--- src/rtl/uart_cmd_host.sv ---
// uart_cmd_host: sends a one-byte command as 8N1 and checks the 4-byte ASCII reply.
// The reply line is synchronised before use. Reception happens only while waiting
// for or receiving reply bytes.
module uart_cmd_host #(
  parameter int CLKS_PER_BIT = 5208,
  parameter int TIMEOUT_CLKS = 2000000
) (
  input  logic        clk,
  input  logic        rst,
  input  logic        start,
  input  logic        cmd_sel,
  input  logic        rs232_rx,
  output logic        rs232_tx,
  output logic        busy,
  output logic        done,
  output logic        pass,
  output logic        timeout,
  output logic [31:0] resp_data
);

  localparam int BW = (CLKS_PER_BIT > 1) ? $clog2(CLKS_PER_BIT) : 1;
  localparam int TW = (TIMEOUT_CLKS > 1) ? $clog2(TIMEOUT_CLKS) : 1;
  localparam logic [BW-1:0] BIT_LAST = BW'(CLKS_PER_BIT - 1);
  localparam logic [BW-1:0] BIT_HALF = BW'(CLKS_PER_BIT / 2 - 1);
  localparam logic [TW-1:0] TMO_LAST = TW'(TIMEOUT_CLKS - 1);

  typedef enum logic [2:0] {
    S_IDLE,
    S_SEND,
    S_WAIT,
    S_RX,
    S_FIN
  } state_t;

  state_t        state_q, state_d;
  logic [BW-1:0] bit_cnt_q, bit_cnt_d;
  logic [3:0]    bit_idx_q, bit_idx_d;
  logic [TW-1:0] tmo_cnt_q, tmo_cnt_d;
  logic [2:0]    byte_idx_q, byte_idx_d;
  logic [7:0]    tx_byte_q, tx_byte_d;
  logic [7:0]    rx_shift_q, rx_shift_d;
  logic          cmd_q, cmd_d;
  logic          tx_q, tx_d;
  logic          busy_q, busy_d;
  logic          done_q, done_d;
  logic          pass_q, pass_d;
  logic          timeout_q, timeout_d;
  logic [31:0]   resp_q, resp_d;
  logic          rx_meta_q, rx_sync_q, rx_prev_q;

  logic          rx_fall;
  logic [31:0]   resp_new;
  logic [31:0]   resp_expect;

  assign rx_fall     = rx_prev_q & ~rx_sync_q;
  assign resp_expect = cmd_q ? 32'h504C4143 : 32'h43434E55;

  // Place the just-received byte into its slot; first byte lands in the top lane.
  always_comb begin
    resp_new = resp_q;
    case (byte_idx_q[1:0])
      2'd0:    resp_new[31:24] = rx_shift_q;
      2'd1:    resp_new[23:16] = rx_shift_q;
      2'd2:    resp_new[15:8]  = rx_shift_q;
      default: resp_new[7:0]   = rx_shift_q;
    endcase
  end

  // Next-state logic for the transaction FSM, the bit/timeout counters and outputs.
  always_comb begin
    state_d    = state_q;
    bit_cnt_d  = bit_cnt_q;
    bit_idx_d  = bit_idx_q;
    tmo_cnt_d  = tmo_cnt_q;
    byte_idx_d = byte_idx_q;
    tx_byte_d  = tx_byte_q;
    rx_shift_d = rx_shift_q;
    cmd_d      = cmd_q;
    tx_d       = tx_q;
    pass_d     = pass_q;
    timeout_d  = timeout_q;
    resp_d     = resp_q;

    unique case (state_q)
      S_IDLE: begin
        if (start) begin
          state_d   = S_SEND;
          cmd_d     = cmd_sel;
          tx_byte_d = cmd_sel ? 8'h32 : 8'h31;
          resp_d    = '0;
          pass_d    = 1'b0;
          timeout_d = 1'b0;
          tx_d      = 1'b0;
          bit_cnt_d = '0;
          bit_idx_d = '0;
        end
      end

      S_SEND: begin
        if (bit_cnt_q == BIT_LAST) begin
          bit_cnt_d = '0;
          if (bit_idx_q == 4'd9) begin
            state_d    = S_WAIT;
            tmo_cnt_d  = '0;
            byte_idx_d = '0;
            tx_d       = 1'b1;
          end else begin
            bit_idx_d = bit_idx_q + 4'd1;
            // Bit index n carries data bit n-1; index 9 is the stop bit.
            tx_d = (bit_idx_q < 4'd8) ? tx_byte_q[bit_idx_q[2:0]] : 1'b1;
          end
        end else begin
          bit_cnt_d = bit_cnt_q + 1'b1;
        end
      end

      S_WAIT: begin
        if (rx_fall) begin
          state_d   = S_RX;
          tmo_cnt_d = '0;
          bit_cnt_d = '0;
          bit_idx_d = '0;
        end else if (tmo_cnt_q == TMO_LAST) begin
          state_d   = S_FIN;
          timeout_d = 1'b1;
        end else begin
          tmo_cnt_d = tmo_cnt_q + 1'b1;
        end
      end

      S_RX: begin
        if (bit_idx_q == 4'd0) begin
          // Half a bit after the falling edge: a high line means it was a glitch.
          if (bit_cnt_q == BIT_HALF) begin
            bit_cnt_d = '0;
            if (rx_sync_q) state_d = S_WAIT;
            else           bit_idx_d = 4'd1;
          end else begin
            bit_cnt_d = bit_cnt_q + 1'b1;
          end
        end else if (bit_cnt_q == BIT_LAST) begin
          bit_cnt_d = '0;
          if (bit_idx_q == 4'd9) begin
            if (!rx_sync_q) begin
              state_d = S_FIN;
            end else begin
              resp_d     = resp_new;
              byte_idx_d = byte_idx_q + 3'd1;
              if (byte_idx_q == 3'd3) begin
                state_d = S_FIN;
                pass_d  = (resp_new == resp_expect);
              end else begin
                state_d   = S_WAIT;
                tmo_cnt_d = '0;
              end
            end
          end else begin
            rx_shift_d = {rx_sync_q, rx_shift_q[7:1]};
            bit_idx_d  = bit_idx_q + 4'd1;
          end
        end else begin
          bit_cnt_d = bit_cnt_q + 1'b1;
        end
      end

      S_FIN: begin
        state_d = S_IDLE;
      end

      default: begin
        state_d = S_IDLE;
      end
    endcase

    busy_d = (state_d != S_IDLE) && (state_d != S_FIN);
    done_d = (state_d == S_FIN);
  end

  // State, counters, registered outputs and the rx synchroniser.
  always_ff @(posedge clk) begin
    if (rst) begin
      state_q    <= S_IDLE;
      bit_cnt_q  <= '0;
      bit_idx_q  <= '0;
      tmo_cnt_q  <= '0;
      byte_idx_q <= '0;
      tx_byte_q  <= '0;
      rx_shift_q <= '0;
      cmd_q      <= 1'b0;
      tx_q       <= 1'b1;
      busy_q     <= 1'b0;
      done_q     <= 1'b0;
      pass_q     <= 1'b0;
      timeout_q  <= 1'b0;
      resp_q     <= '0;
      rx_meta_q  <= 1'b1;
      rx_sync_q  <= 1'b1;
      rx_prev_q  <= 1'b1;
    end else begin
      state_q    <= state_d;
      bit_cnt_q  <= bit_cnt_d;
      bit_idx_q  <= bit_idx_d;
      tmo_cnt_q  <= tmo_cnt_d;
      byte_idx_q <= byte_idx_d;
      tx_byte_q  <= tx_byte_d;
      rx_shift_q <= rx_shift_d;
      cmd_q      <= cmd_d;
      tx_q       <= tx_d;
      busy_q     <= busy_d;
      done_q     <= done_d;
      pass_q     <= pass_d;
      timeout_q  <= timeout_d;
      resp_q     <= resp_d;
      rx_meta_q  <= rs232_rx;
      rx_sync_q  <= rx_meta_q;
      rx_prev_q  <= rx_sync_q;
    end
  end

  assign rs232_tx  = tx_q;
  assign busy      = busy_q;
  assign done      = done_q;
  assign pass      = pass_q;
  assign timeout   = timeout_q;
  assign resp_data = resp_q;

endmodule

--- config.mk ---
export PLATFORM = sky130hd
export DESIGN_NAME = uart_cmd_host
export DESIGN_NICKNAME = d
export VERILOG_FILES = /design/src/rtl/uart_cmd_host.sv
export SDC_FILE = /design/constraint.sdc
export NUM_CORES = 1
export LEC_CHECK = 0
export CAP_MARGIN = 25
export CORE_ASPECT_RATIO = 1.4
export CORE_MARGIN = 5
export CORE_UTILIZATION = 40
export CTS_BUF_LIST = sky130_fd_sc_hd__clkbuf_16
export DETAILED_ROUTE_END_ITERATION = 10
export PLACE_DENSITY = 0.7
export SLEW_MARGIN = 20
export SYNTH_ARGS = -nofsm -noshare
export SYNTH_HDL_FRONTEND = slang
export SYNTH_SLANG_ARGS = --single-unit
--- constraint.sdc ---
create_clock -name clk -period 2.68 [get_ports clk]
set_input_delay 0.268 -clock clk [delete_from_list [all_inputs] [get_ports clk]]
set_output_delay 0.268 -clock clk [all_outputs]
set_load 0.02 [all_outputs]
==> results of run 1 <==
==> metal layers <==
| layer | vias up | wire (um) | part of all wire | global-route usage |
|---|---|---|---|---|
| met5 | - | 0 | 0 | 0 |
| met4 | 0 | 694 | 0.052 | 0.121 |
| met3 | 41 | 511 | 0.038 | 0.0282 |
| met1 | 2202 | 5440 | 0.41 | 0.203 |
| met2 | 129 | 6770 | 0.50 | 0.320 |
| li1 | 2217 | - | - | - |
==> flip-flops by register name, indices dropped and copies added (netlist names), 3 cells and up <==
| name | flops |
|---|---|
| rx_shift_q | 8 |
| bit_cnt_q | 13 |
| state_q | 3 |
| tmo_cnt_q | 21 |
| tx_byte_q | 3 |
| resp_data | 32 |
| byte_idx_q | 3 |
| bit_idx_q | 4 |
==> stage by stage <==
step	power (mW)	instances	area [um^2]	utilization	setup WS, ps
2_1_floorplan	1.59	562	4970	-	644
4_1_cts	3.01	752	5860	0.478	351
3_5_place_dp	1.66	736	5540	0.452	354
6_report	2.99	752	5860	0.478	333
5_1_grt	3.09	752	5860	0.478	138
3_3_place_gp	1.65	736	5540	0.452	456
==> power by group through the flow <==
stage	Clock (mW)	Combinational (mW)	Sequential, mW
global placement	0	0.173	1.48
detailed placement	0	0.179	1.48
floorplan	0	0.120	1.47
finish	1.36	0.181	1.44
global route	1.45	0.199	1.45
CTS	1.39	0.180	1.44
==> logic make-up (layout without fill, tap and decap cells) <==
| group | count (synthesis) | in the layout | share of synthesized area |
|---|---|---|---|
| mux | 18 | 18 | 0.0365 |
| flops | 95 | 95 | 0.383 |
| compound gates | 161 | 161 | 0.221 |
| simple gates | 229 | 229 | 0.290 |
| fa+ha+maj | 11 | 11 | 0.0277 |
| buf+inv | 48 | 88 | 0.0426 |
==> worst reg2reg max path: cells and delay by family, from the launching register on <==
family	cells	cell delay [ps]
flip-flops	1	440
buffers and inverters	3	630
AO/OA/AOI/OAI	3	520
AND/OR/NAND/NOR	2	410
adder cells (fa/ha/maj)	1	230
==> how the worst max path moves through the flow <==
| stage | startpoint | to | slack (ps) |
|---|---|---|---|
| floorplan | bit_idx_q[0] | tmo_cnt_q[15] | 640 |
| global placement | start | bit_cnt_q[7] | 460 |
| detailed placement | start | bit_cnt_q[7] | 350 |
| CTS | bit_idx_q[0] | tmo_cnt_q[18] | 350 |
| global route | bit_idx_q[0] | bit_cnt_q[7] | 140 |
| finish | bit_idx_q[0] | tmo_cnt_q[6] | 330 |
==> placed cells by master (no fill, tap or decap), types with 17 or more instances in the layout <==
| master | n |
|---|---|
| dfxtp_1 | 95 |
| a21oi_1 | 47 |
| nand2_1 | 42 |
| clkdlybuf4s50_1 | 41 |
| nor2_1 | 36 |
| o2bb2ai_1 | 28 |
| nor3_1 | 17 |
| mux2i_1 | 17 |
| o21ai_0 | 17 |
| buf_4 | 17 |
==> final cells by class <==
class | instances | area, um^2
tap | 150 | 188
clock buffer | 9 | 225
timing repair buffer | 58 | 538
inverter | 14 | 52.6
multi-input combinational | 419 | 2860
clock inverter | 7 | 88.8
sequential | 95 | 1900
fill | 1212 | 6400
==> results.sh, run 1 <==
export IMPL_cts_tree="built"
export IMPL_synth_main_ff_cell="dfxtp_1"
export IMPL_seqPwrFrac=0.484
export IMPL_hpwl_um=10100
export IMPL_crit_cells=9
export IMPL_route_detailed_drc=0
export IMPL_rows=48
export IMPL_hp_class="reg -> reg"
export IMPL_slew_headroom=0.489
export IMPL_cts_setup_buffers=0
export IMPL_drive_gt1_frac=0.0814
export IMPL_critical_path_buf_inv_count=3
export IMPL_core_area_um2=12300
export IMPL_grt_pass1_wl_um=22200
export IMPL_fin_nets=613
export IMPL_synth_top_area_frac=0.383
export IMPL_drv_cap=0
export IMPL_root_buffer="clkbuf_16"
export IMPL_grt_overflow_total=0
export IMPL_htreeDepth=3
export IMPL_hold_viol=0
export IMPL_outcome="complete, no violations"
export IMPL_seq_area_frac_synth=0.383
export IMPL_synth_edff_count=0
export IMPL_start_kind="flop"
export IMPL_r2r_end="tmo_cnt_q[6]"
export IMPL_cpPeakStageDelay_ps=440
export IMPL_p_per_area_nw_per_um2=510
export IMPL_die_area_um2=14800
export IMPL_synthTopCellsByCount="dfxtp_1, a21oi_1, nand2_1, nor2_1, o2bb2ai_1"
export IMPL_crit_family="buffers and inverters"
export IMPL_crit_required_ps=2900
export IMPL_p_leak_nw=1.86
export IMPL_ios=42
export IMPL_path_class="reg -> reg"
export IMPL_cpMaxStageDelayCell="dfxtp_1"
export IMPL_path_common_cell="buf_4"
export IMPL_path_clk_slew_ps=60
export IMPL_hold_start="rx_meta_q"
export IMPL_cts_sinks=95
export IMPL_initial_utilization=0.406
export IMPL_worstMarginPinSlew_ps=755
export IMPL_clock_power_share=0.456
export IMPL_portBuffers=41
export IMPL_syn_area_um2=4970
export IMPL_slew_viol_final=0
export IMPL_die_w_um=104
export IMPL_synth_nets=578
export IMPL_ys_warn_count=0
export IMPL_vias_per_cell=6.10
export IMPL_yosys_area_top_type="dfxtp_1"
export IMPL_drtPass1Iterations=5
export IMPL_finalSetupViolations=0
export IMPL_worstPathArrival_ps=2570
export IMPL_ctsHoldBuffers=0
export IMPL_syn_inst=562
export IMPL_fin_hold_ws_ps=408
export IMPL_synth_area_leaders="dfxtp_1, o2bb2ai_1, a21oi_1"
export IMPL_area_growth_pct=17.9
export IMPL_clock_latency_ps=350
export IMPL_postRouteAntennaNets=0
export IMPL_syn_avg_cell_area_um2=8.84
export IMPL_crit_fanout=41
export IMPL_synth_cell_type_count=68
export IMPL_drt_wl_total_um=13400
export IMPL_wl_per_cell_um=17.8
export IMPL_hold_path_end="rx_sync_q"
export IMPL_critical_path_cell_chain="inv_1, ha_1, and4bb_2, nand2_1, o2111ai_2, buf_4, o21ai_2, buf_4, a21oi_1"
export IMPL_setup_tns_ps=0
export IMPL_switching_power_mw=0.684
export IMPL_synthMostInstantiatedCell="dfxtp_1"
export IMPL_fmax_mhz=426
export IMPL_drt_iter0_markers=270
export IMPL_r2r_slack_ps=330
export IMPL_n_antenna_cell=0
export IMPL_post_cts_resized=0
export IMPL_ir_worst_vdd_mv=0.306
export IMPL_antenna_found_initial=0
export IMPL_reg2reg_from="bit_idx_q[0]"
export IMPL_synth_seq_cells=95
export IMPL_switching_share=0.229
export IMPL_min_period_ps=2350
export IMPL_grt_usage=0.182
export IMPL_grt_max_degree=42
export IMPL_intPower_mw=2.30
export IMPL_cp_end_kind="flop"
export IMPL_async_flop_share=0
export IMPL_reg2reg_depth=9
export IMPL_p_comb_frac=0.060
export IMPL_rsz0062_at_grt="false"
export IMPL_gp_congestion=0.905
export IMPL_grt_pass1_vias=4424
export IMPL_clock_path_buffers=2
export IMPL_hold_path_depth=1
export IMPL_finClkSkew_ps=11.9
export IMPL_finalCritPeriodShare=0.876
export IMPL_via_count=4589
export IMPL_cts_buffers=9
export IMPL_die_h_um=142
(Power assumes the default switching activity.)
==> inputs of run 2 (changes only) <==
--- a/config.mk
+++ b/config.mk
@@ -7,10 +7,11 @@
 export LEC_CHECK = 0
 export CAP_MARGIN = 25
 export CORE_ASPECT_RATIO = 1.4
-export CORE_MARGIN = 5
+export CORE_MARGIN = 3
 export CORE_UTILIZATION = 40
 export CTS_BUF_LIST = sky130_fd_sc_hd__clkbuf_16
 export DETAILED_ROUTE_END_ITERATION = 10
+export GPL_ROUTABILITY_DRIVEN = 1
 export PLACE_DENSITY = 0.7
 export SLEW_MARGIN = 20
 export SYNTH_ARGS = -nofsm -noshare
==> run 2 against run 1 <==
Register-to-register slack better by 30 ps. Clock power is 4% higher. Non-clock buffer count is 4 higher. Flip-flop and latch count stayed put. Critical path type unchanged.
==> results.sh, run 2 (same netlist as run 1, synthesis figures left out) <==
export IMPL_outcome="complete, no violations"
export IMPL_setup_tns_ps=0
export IMPL_via_count=4603
export IMPL_critical_path_cell_chain="ha_1, nand4bb_4, nor4_4, and2_1, nand2_1, o2bb2ai_1"
export IMPL_portBuffers=41
export IMPL_ios=42
export IMPL_crit_fanout=7
export IMPL_initial_utilization=0.414
export IMPL_antenna_found_initial=0
export IMPL_rows=47
export IMPL_crit_required_ps=2950
export IMPL_path_class="reg -> reg"
export IMPL_placed_area_um2=5580
export IMPL_min_period_ps=2320
export IMPL_clock_path_buffers=2
export IMPL_ir_worst_vdd_mv=0.395
export IMPL_hpwl_um=9210
export IMPL_root_buffer="clkbuf_16"
export IMPL_die_area_um2=13800
export IMPL_final_area_um2=5910
export IMPL_p_leak_nw=1.88
export IMPL_grt_pass1_vias=4206
export IMPL_drt_iter0_markers=275
export IMPL_switching_share=0.238
export IMPL_p_comb_frac=0.061
export IMPL_grt_overflow_total=0
export IMPL_start_kind="flop"
export IMPL_cts_setup_buffers=0
export IMPL_hp_class="reg -> reg"
export IMPL_n_fill_cell=1146
export IMPL_slew_headroom=0.534
export IMPL_die_h_um=138
export IMPL_htreeDepth=3
export IMPL_ctsHoldBuffers=0
export IMPL_postRouteAntennaNets=0
export IMPL_core_area_um2=12000
export IMPL_cts_sinks=95
export IMPL_route_detailed_drc=0
export IMPL_grt_usage=0.186
export IMPL_wl_per_cell_um=16.8
export IMPL_grt_pass1_wl_um=20900
export IMPL_grt_max_degree=42
export IMPL_path_clk_slew_ps=70
export IMPL_clock_latency_ps=350
export IMPL_fmax_mhz=432
export IMPL_cts_buffers=9
export IMPL_final_cell_mix="dfxtp_1, a21oi_1, nand2_1, clkdlybuf4s50_1, nor2_1"
export IMPL_drive_gt1_frac=0.0924
export IMPL_drv_cap=0
export IMPL_gp_congestion=0.945
export IMPL_post_cts_resized=0
export IMPL_die_w_um=100
export IMPL_final_common_cell="dfxtp_1"
export IMPL_seqPwrFrac=0.472
export IMPL_worstPathArrival_ps=2580
export IMPL_area_growth_pct=18.9
export IMPL_hold_viol=0
export IMPL_fin_nets=617
export IMPL_n_antenna_cell=0
export IMPL_cp_end_kind="flop"
export IMPL_p_per_area_nw_per_um2=517
export IMPL_vias_per_cell=6.11
export IMPL_cpMaxStageDelayCell="nor4_4"
export IMPL_worstMarginPinSlew_ps=699
export IMPL_slew_viol_final=0
export IMPL_rsz0062_at_grt="false"
export IMPL_finalPower_mw=3.06
export IMPL_finalSetupViolations=0
export IMPL_drt_wl_total_um=12700
export IMPL_clock_power_share=0.466
export IMPL_drtPass1Iterations=5
export IMPL_finClkSkew_ps=9.25
export IMPL_switching_power_mw=0.729
export IMPL_largest_reg_flops=32
export IMPL_finalCritPeriodShare=0.864
export IMPL_intPower_mw=2.33
export IMPL_cpPeakStageDelay_ps=510
export IMPL_cts_tree="built"
run 2: changes by cell type in the layout (fill, tap and decap cells not counted), moves of 2 or more:
cell and change:
clkinv_1 -2, clkinvlp_4 +2, clkinv_4 -2, inv_6 +2, buf_4 +3
run 2: path summary, 6_finish.rpt:
kind         depth (start not counted)       endpoint          from  slack [ps]
min reg2reg                          1      rx_sync_q     rx_meta_q         410
min                                  1      rx_sync_q     rx_meta_q         410
max reg2reg                          6  resp_data[13]  bit_cnt_q[0]         360
max                                  6  resp_data[13]  bit_cnt_q[0]         360
run 2: power groups by stage:
stage | clock network (mW) | registers, mW | logic (mW)
final | 1.42 | 1.44 | 0.188
after detailed placement | 0 | 1.48 | 0.187
after global placement | 0 | 1.48 | 0.182
after global routing | 1.51 | 1.45 | 0.205
after floorplan | 0 | 1.47 | 0.120
after CTS | 1.45 | 1.44 | 0.187
run 2: final cells by class:
type | instances | area (um^2) | share of cell area
Multi-Input combinational cell | 419 | 2860 | 0.484
Sequential cell | 95 | 1900 | 0.322
Timing Repair Buffer | 62 | 581 | 0.0982
Tap cell | 147 | 184 | 0.0311
Clock buffer | 9 | 225 | 0.0381
Clock inverter | 7 | 104 | 0.0176
Inverter | 14 | 52.6 | 0.00889
run 2: critical path, delay by kind of cell, from the launching register on:
family / cells / cell delay (ps)
AOI/OAI and AO/OA: 1 / 230
adders and majority gates: 1 / 310
DFF: 1 / 390
and+or+nand+nor: 4 / 1310
run 2: metrics by stage:
step           cells  hold slack, ps  setup WS, ps  utilization
6_report         753             415           365        0.493
5_1_grt          753             430           220        0.493
4_1_cts          753             420           375        0.493
3_5_place_dp     737             404           405        0.465
3_3_place_gp     737             391           489        0.465
2_1_floorplan    562             358           644            -
run 2: routing by layer:
metal,vias up,GRT usage,part of all wire
met5,-,0,0
met4,0,0.0876,0.036
met3,34,0.0277,0.047
met2,149,0.325,0.50
met1,2191,0.224,0.42
li1,2229,-,-
==> RTL edit 1 (flow settings as in run 1) <==
The output `done` loses its register stage (`done_q` becomes a continuous assignment).
--- a/src/rtl/uart_cmd_host.sv
+++ b/src/rtl/uart_cmd_host.sv
@@ -189,7 +189,6 @@
       cmd_q      <= 1'b0;
       tx_q       <= 1'b1;
       busy_q     <= 1'b0;
-      done_q     <= 1'b0;
       pass_q     <= 1'b0;
       timeout_q  <= 1'b0;
       resp_q     <= '0;
@@ -207,7 +206,6 @@
       cmd_q      <= cmd_d;
       tx_q       <= tx_d;
       busy_q     <= busy_d;
-      done_q     <= done_d;
       pass_q     <= pass_d;
       timeout_q  <= timeout_d;
       resp_q     <= resp_d;
@@ -217,6 +215,8 @@
     end
   end
 
+  assign done_q = done_d;
+
   assign rs232_tx  = tx_q;
   assign busy      = busy_q;
   assign done      = done_q;
Behaviour: same outputs for any inputs over 10 cycles, from zero or initial values and one cycle with rst high; that may be too few to reach the edited logic, so the function may still have changed.
==> RTL edit 1 against run 1 <==
Synthesized area is 2.9% lower; critical path depth is 4 lower; fmax is 9.0% lower; total power is 5.9% lower; routed wire length is 5.2% lower; worst hold slack worse by 0.15 ns; sequential cell count is 1 lower; design area is 2.4% lower; die area is 2.6% lower; synthesized cell count is 0.89% higher; via count is 3.7% lower; worst setup slack worse by 0.23 ns; register-to-register slack worse by 0.16 ns; largest power group unchanged.
==> RTL edit 1: results (changes against run 1) <==
[synth]
synthMuxAreaShare_pct=2.28  ; was 3.65%
ys_types=72  ; was 68
synth_common_cells=94 x dfxtp_1, 61 x nor2_1, 47 x inv_1  ; was 95 x dfxtp_1, 47 x a21oi_1, 42 x nand2_1
synth_compound_area_share_pct=19.2  ; was 22.1%
synth_nets=583  ; was 578
ys_top_cells_by_area=dfxtp_1 39%, o32ai_1 6.0%, nor2_1 4.7%, inv_1 3.7%, a21oi_1 3.1%  ; was dfxtp_1 38%, o2bb2ai_1 4.9%, a21oi_1 4.7%, mux2i_1 3.4%, nand2_1 3.2%
synth_ff_type=dfxtp_1  ; unchanged
avgSynthCellArea_um2=8.51  ; was 8.84 um^2
ys_async_sr_fraction_pct=0  ; unchanged
ys_seq_area_share_pct=39.0  ; was 38.3%
synthAdderAreaFrac_pct=2.85  ; was 2.77%
synth_xor_area_share_pct=3.81  ; was 0%

[worst_setup_path]
cp_max_fo=5  ; was 41
critPathTopFamily=simple AND/OR/NAND/NOR gates  ; was buffers and inverters
cp.arrival_ns=2.31  ; was 2.57 ns
max_stage_delay_ns=0.61  ; was 0.44 ns
r2r_start=bit_idx_q[0]  ; unchanged
cpMaxStageDelayCell=or4b_1  ; was dfxtp_1
startpoint=tmo_cnt_q[8]  ; was bit_idx_q[0]

[sta]
finClkSkew_ns=0.00900  ; was 0.0119 ns
tightest_slew_ns=0.607  ; was 0.755 ns

[global_route]
antenna_found_initial=0  ; unchanged
track_usage_pct=17.8  ; was 18.2%
grt_start_max_net_pins=28  ; was 42
grt_pass1_wl_um=20600  ; was 22200 um
grt_pass1_vias=4336  ; was 4424

[clock_tree]
clock_latency_ns=0.34
numCtsBuffers=9  ; unchanged
cts_resized=1  ; was 0
clk_pin_slew_worst_paths_ns=0.07
clockBufferDepth=2  ; unchanged
cts-htree-levels=3  ; unchanged
cts_setup_buffers=0  ; unchanged
root_buffer=clkbuf_16  ; unchanged
cts_hold_buf=0  ; unchanged

[final_layout]
fin_nets=629  ; was 613
drive_above_1_share_pct=9.24  ; was 8.14%
n_antenna_cell=0  ; unchanged
largest_reg_flops=32  ; unchanged

[place]
dp_hpwl_um=9590  ; was 10100 um
portBuffers=41  ; unchanged
gp_congestion=0.888  ; was 0.905
dp_cells=749  ; was 736
place_ws_ns=0.181  ; was 0.354 ns

[route]
wl_per_cell_um=16.6  ; was 17.8 um
drtIter0Drc=210  ; was 270
dr.pass1.iters=4  ; was 5
avgViaCountPerCell=5.78  ; was 6.10
vias=4418  ; was 4589

[min_path]
worstHoldStart=rst  ; was rx_meta_q
hp-class=in2reg  ; was reg2reg

[outcome]
status=finished, final reports clean  ; unchanged

[power]
ir_worst_vdd_uv=286  ; was 306 uV
power_leakage_nw=1.91  ; was 1.86 nW
p_seq_share_pct=50.5  ; was 48.4%
p_sw_w=0.000636  ; was 0.000684 W

RTL edit 1: changes by cell type after synthesis, moves of 9 or more:
cell              run 1  this run
a21oi_1              47        30
a31oi_1              13         3
buf_2                12         3
inv_1                13        47
nand4_1              16         7
nor2_1               36        61
nor4_1                1        11
o2bb2ai_1            28         0
o31ai_1              16         7
o32ai_1               3        33
or4_1                14         4
xnor2_1               0        14
RTL edit 1: cell type report:
class,instances,area (um^2)
Clock buffer,9,225
Clock inverter,6,55.1
Fill cell,1162,6110
Inverter,47,176
Multi-Input combinational cell,401,2640
Sequential cell,94,1880
Tap cell,147,184
Timing Repair Buffer,60,547
RTL edit 1: layer usage:
metal  vias up  global-route usage, %  wire (um)
met3        44                   2.79        576
met2       128                   31.7       6530
met4         0                   9.28        540
li1       2150                      -          -
met5         -                      0          0
met1      2096                   20.1       5070
RTL edit 1: kinds of logic (layout without fill, tap and decap cells):
kind of cell / count (synthesis) / after routing
muxes: 11 / 11
DFF: 94 / 94
and+or+nand+nor: 232 / 232
buffers and inverters: 72 / 122
adders and majority gates: 11 / 11
AOI/OAI and AO/OA: 126 / 126
xor gates and xnor gates: 21 / 21
RTL edit 1: power by group through the flow:
stage	clock (W)	sequential, W	combinational (W)
finish	0.00123	0.00142	0.000161
global route	0.00133	0.00142	0.000175
CTS	0.00126	0.00142	0.000161
detailed placement	0	0.00145	0.000161
global placement	0	0.00145	0.000157
floorplan	0	0.00145	0.000103
RTL edit 1: per-stage QoR:
stage	instance area, um^2	utilization, %
floorplan	4830	-
global placement	5430	46.0
detailed placement	5430	46.0
CTS	5710	48.3
global route	5710	48.3
finish	5710	48.3
RTL edit 1: path summary, 6_finish.rpt:
check	endpoint	slack [ns]	cells past startpoint
worst min-delay path	rx_shift_q[7]	0.26	2
worst min register to register	rx_sync_q	0.42	1
worst max-delay path	done	0.10	5
worst max register to register	tmo_cnt_q[5]	0.17	7
==> RTL edit 2 (config.mk and constraints of run 1) <==
Without the edit above. The parameter `TIMEOUT_CLKS` goes from 2000000 to 1000000.
--- a/src/rtl/uart_cmd_host.sv
+++ b/src/rtl/uart_cmd_host.sv
@@ -3,7 +3,7 @@
 // for or receiving reply bytes.
 module uart_cmd_host #(
   parameter int CLKS_PER_BIT = 5208,
-  parameter int TIMEOUT_CLKS = 2000000
+  parameter int TIMEOUT_CLKS = 1000000
 ) (
   input  logic        clk,
   input  logic        rst,
Function: no difference found for any inputs over 10 cycles, from zero or initial values and one cycle with rst high; that may be too few to reach the edited logic, so the function may still have changed.
==> RTL edit 2 against run 1 <==
Design area down 3.0%; worst setup slack worse by 0.13 ns; clock power about the same; critical endpoint is now tmo_cnt_q[9]; die area down 3.4%; clock skew down 0.0046 ns; combinational power down 15%; sequential share of layout area up 0.65 points; synthesized area down 3.7%; routed wire length down 4.7%; total power down 1.5%; critical path type unchanged; sequential cell count down 1.
==> RTL edit 2: results (changes against run 1) <==
[worst_setup_path]
cp_max_fo=9  ; was 41
cp.arrival_ns=2.75  ; was 2.57 ns
rr_worst_depth=6  ; was 9
critPathTopFamily=compound AO/OA/AOI/OAI gates  ; was buffers and inverters
max_stage_delay_ns=0.52  ; was 0.44 ns

[synth]
synth_compound_area_share_pct=22.0  ; was 22.1%
ys_types=75  ; was 68
synthAdderAreaFrac_pct=2.88  ; was 2.77%
synthMuxAreaShare_pct=4.05  ; was 3.65%
synthCells=532  ; was 562
synth-seq-cells=94  ; was 95
synth_xor_area_share_pct=2.01  ; was 0%
ys_seq_area_share_pct=39.3  ; was 38.3%
ys_top_cells_by_area=dfxtp_1 39%, o2bb2ai_1 5.7%, nor2_1 3.6%, mux2i_1 3.3%, a21oi_1 2.9%  ; was dfxtp_1 38%, o2bb2ai_1 4.9%, a21oi_1 4.7%, mux2i_1 3.4%, nand2_1 3.2%
synth_nets=548  ; was 578

[final_layout]
multi_input_area_um2=2720  ; was 2860 um^2
fill_cells=1143  ; was 1212
fin_nets=587  ; was 613
drive_above_1_share_pct=9.72  ; was 8.14%

[clock_tree]
cts_resized=0  ; unchanged

[route]
wl_um=12800  ; was 13400 um
route.met2.wl_um=6590  ; was 6770 um
wl_met1_um=5310  ; was 5440 um
dr.pass1.iters=5  ; unchanged
route.met3.wl_um=566  ; was 511 um
drtIter0Drc=241  ; was 270
wl_per_cell_um=17.7  ; was 17.8 um
avgViaCountPerCell=6.00  ; was 6.10

[place]
gp_congestion=0.887  ; was 0.905
dp_hpwl_um=9210  ; was 10100 um
dpl_cell_area_um2=5370  ; was 5540 um^2
place_ws_ns=0.259  ; was 0.354 ns
dp_cells=707  ; was 736

[sta]
finClkSkew_ns=0.00727  ; was 0.0119 ns
hold_ws_ns=0.416  ; was 0.408 ns
period_share_pct=92.3  ; was 87.6%

[global_route]
grt_start_max_net_pins=33  ; was 42
use_met2_pct=31.8  ; was 32.0%
track_usage_pct=18.5  ; was 18.2%
grt_pass1_vias=4302  ; was 4424
grtUsageMet3_pct=3.51  ; was 2.82%
grt_use_met1_pct=22.1  ; was 20.3%

[outcome]
status=finished, final reports clean  ; unchanged

[power]
ir_worst_vdd_uv=351  ; was 306 uV
power_leakage_nw=1.81  ; was 1.86 nW

[min_path]
hp-class=reg2reg  ; unchanged

-- RTL edit 2: changes by cell type after synthesis, sizes merged, moves of 5 or more --
| cell | before | now |
|---|---|---|
| xor2 | 0 | 10 |
| nand3 | 16 | 23 |
| a31oi | 13 | 8 |
| nand4 | 16 | 7 |
| buf | 21 | 8 |
| clkbuf | 13 | 20 |
| nor4bb | 7 | 2 |
| nor3 | 18 | 11 |
| a21oi | 47 | 31 |
| nor2 | 36 | 46 |
| nor3b | 9 | 2 |
| nor2b | 6 | 1 |
| nand2 | 42 | 35 |
-- RTL edit 2: layout make-up --
cell class	count	area share, %
inverter	15	0.991
tap	147	3.24
timing repair buffer	56	9.21
multi-input combinational	395	47.9
sequential	94	33.1
clock inverter	7	1.54
clock buffer	9	3.96
-- RTL edit 2: power by group --
group	switching (W)	leakage, nW	internal [W]	total [W]
logic	0.0000985	0.904	0.0000541	0.000153
clock network	0.000553	0.149	0.000811	0.00136
registers	0.0000160	0.759	0.00141	0.00143
total	0.000667	1.81	0.00228	0.00294
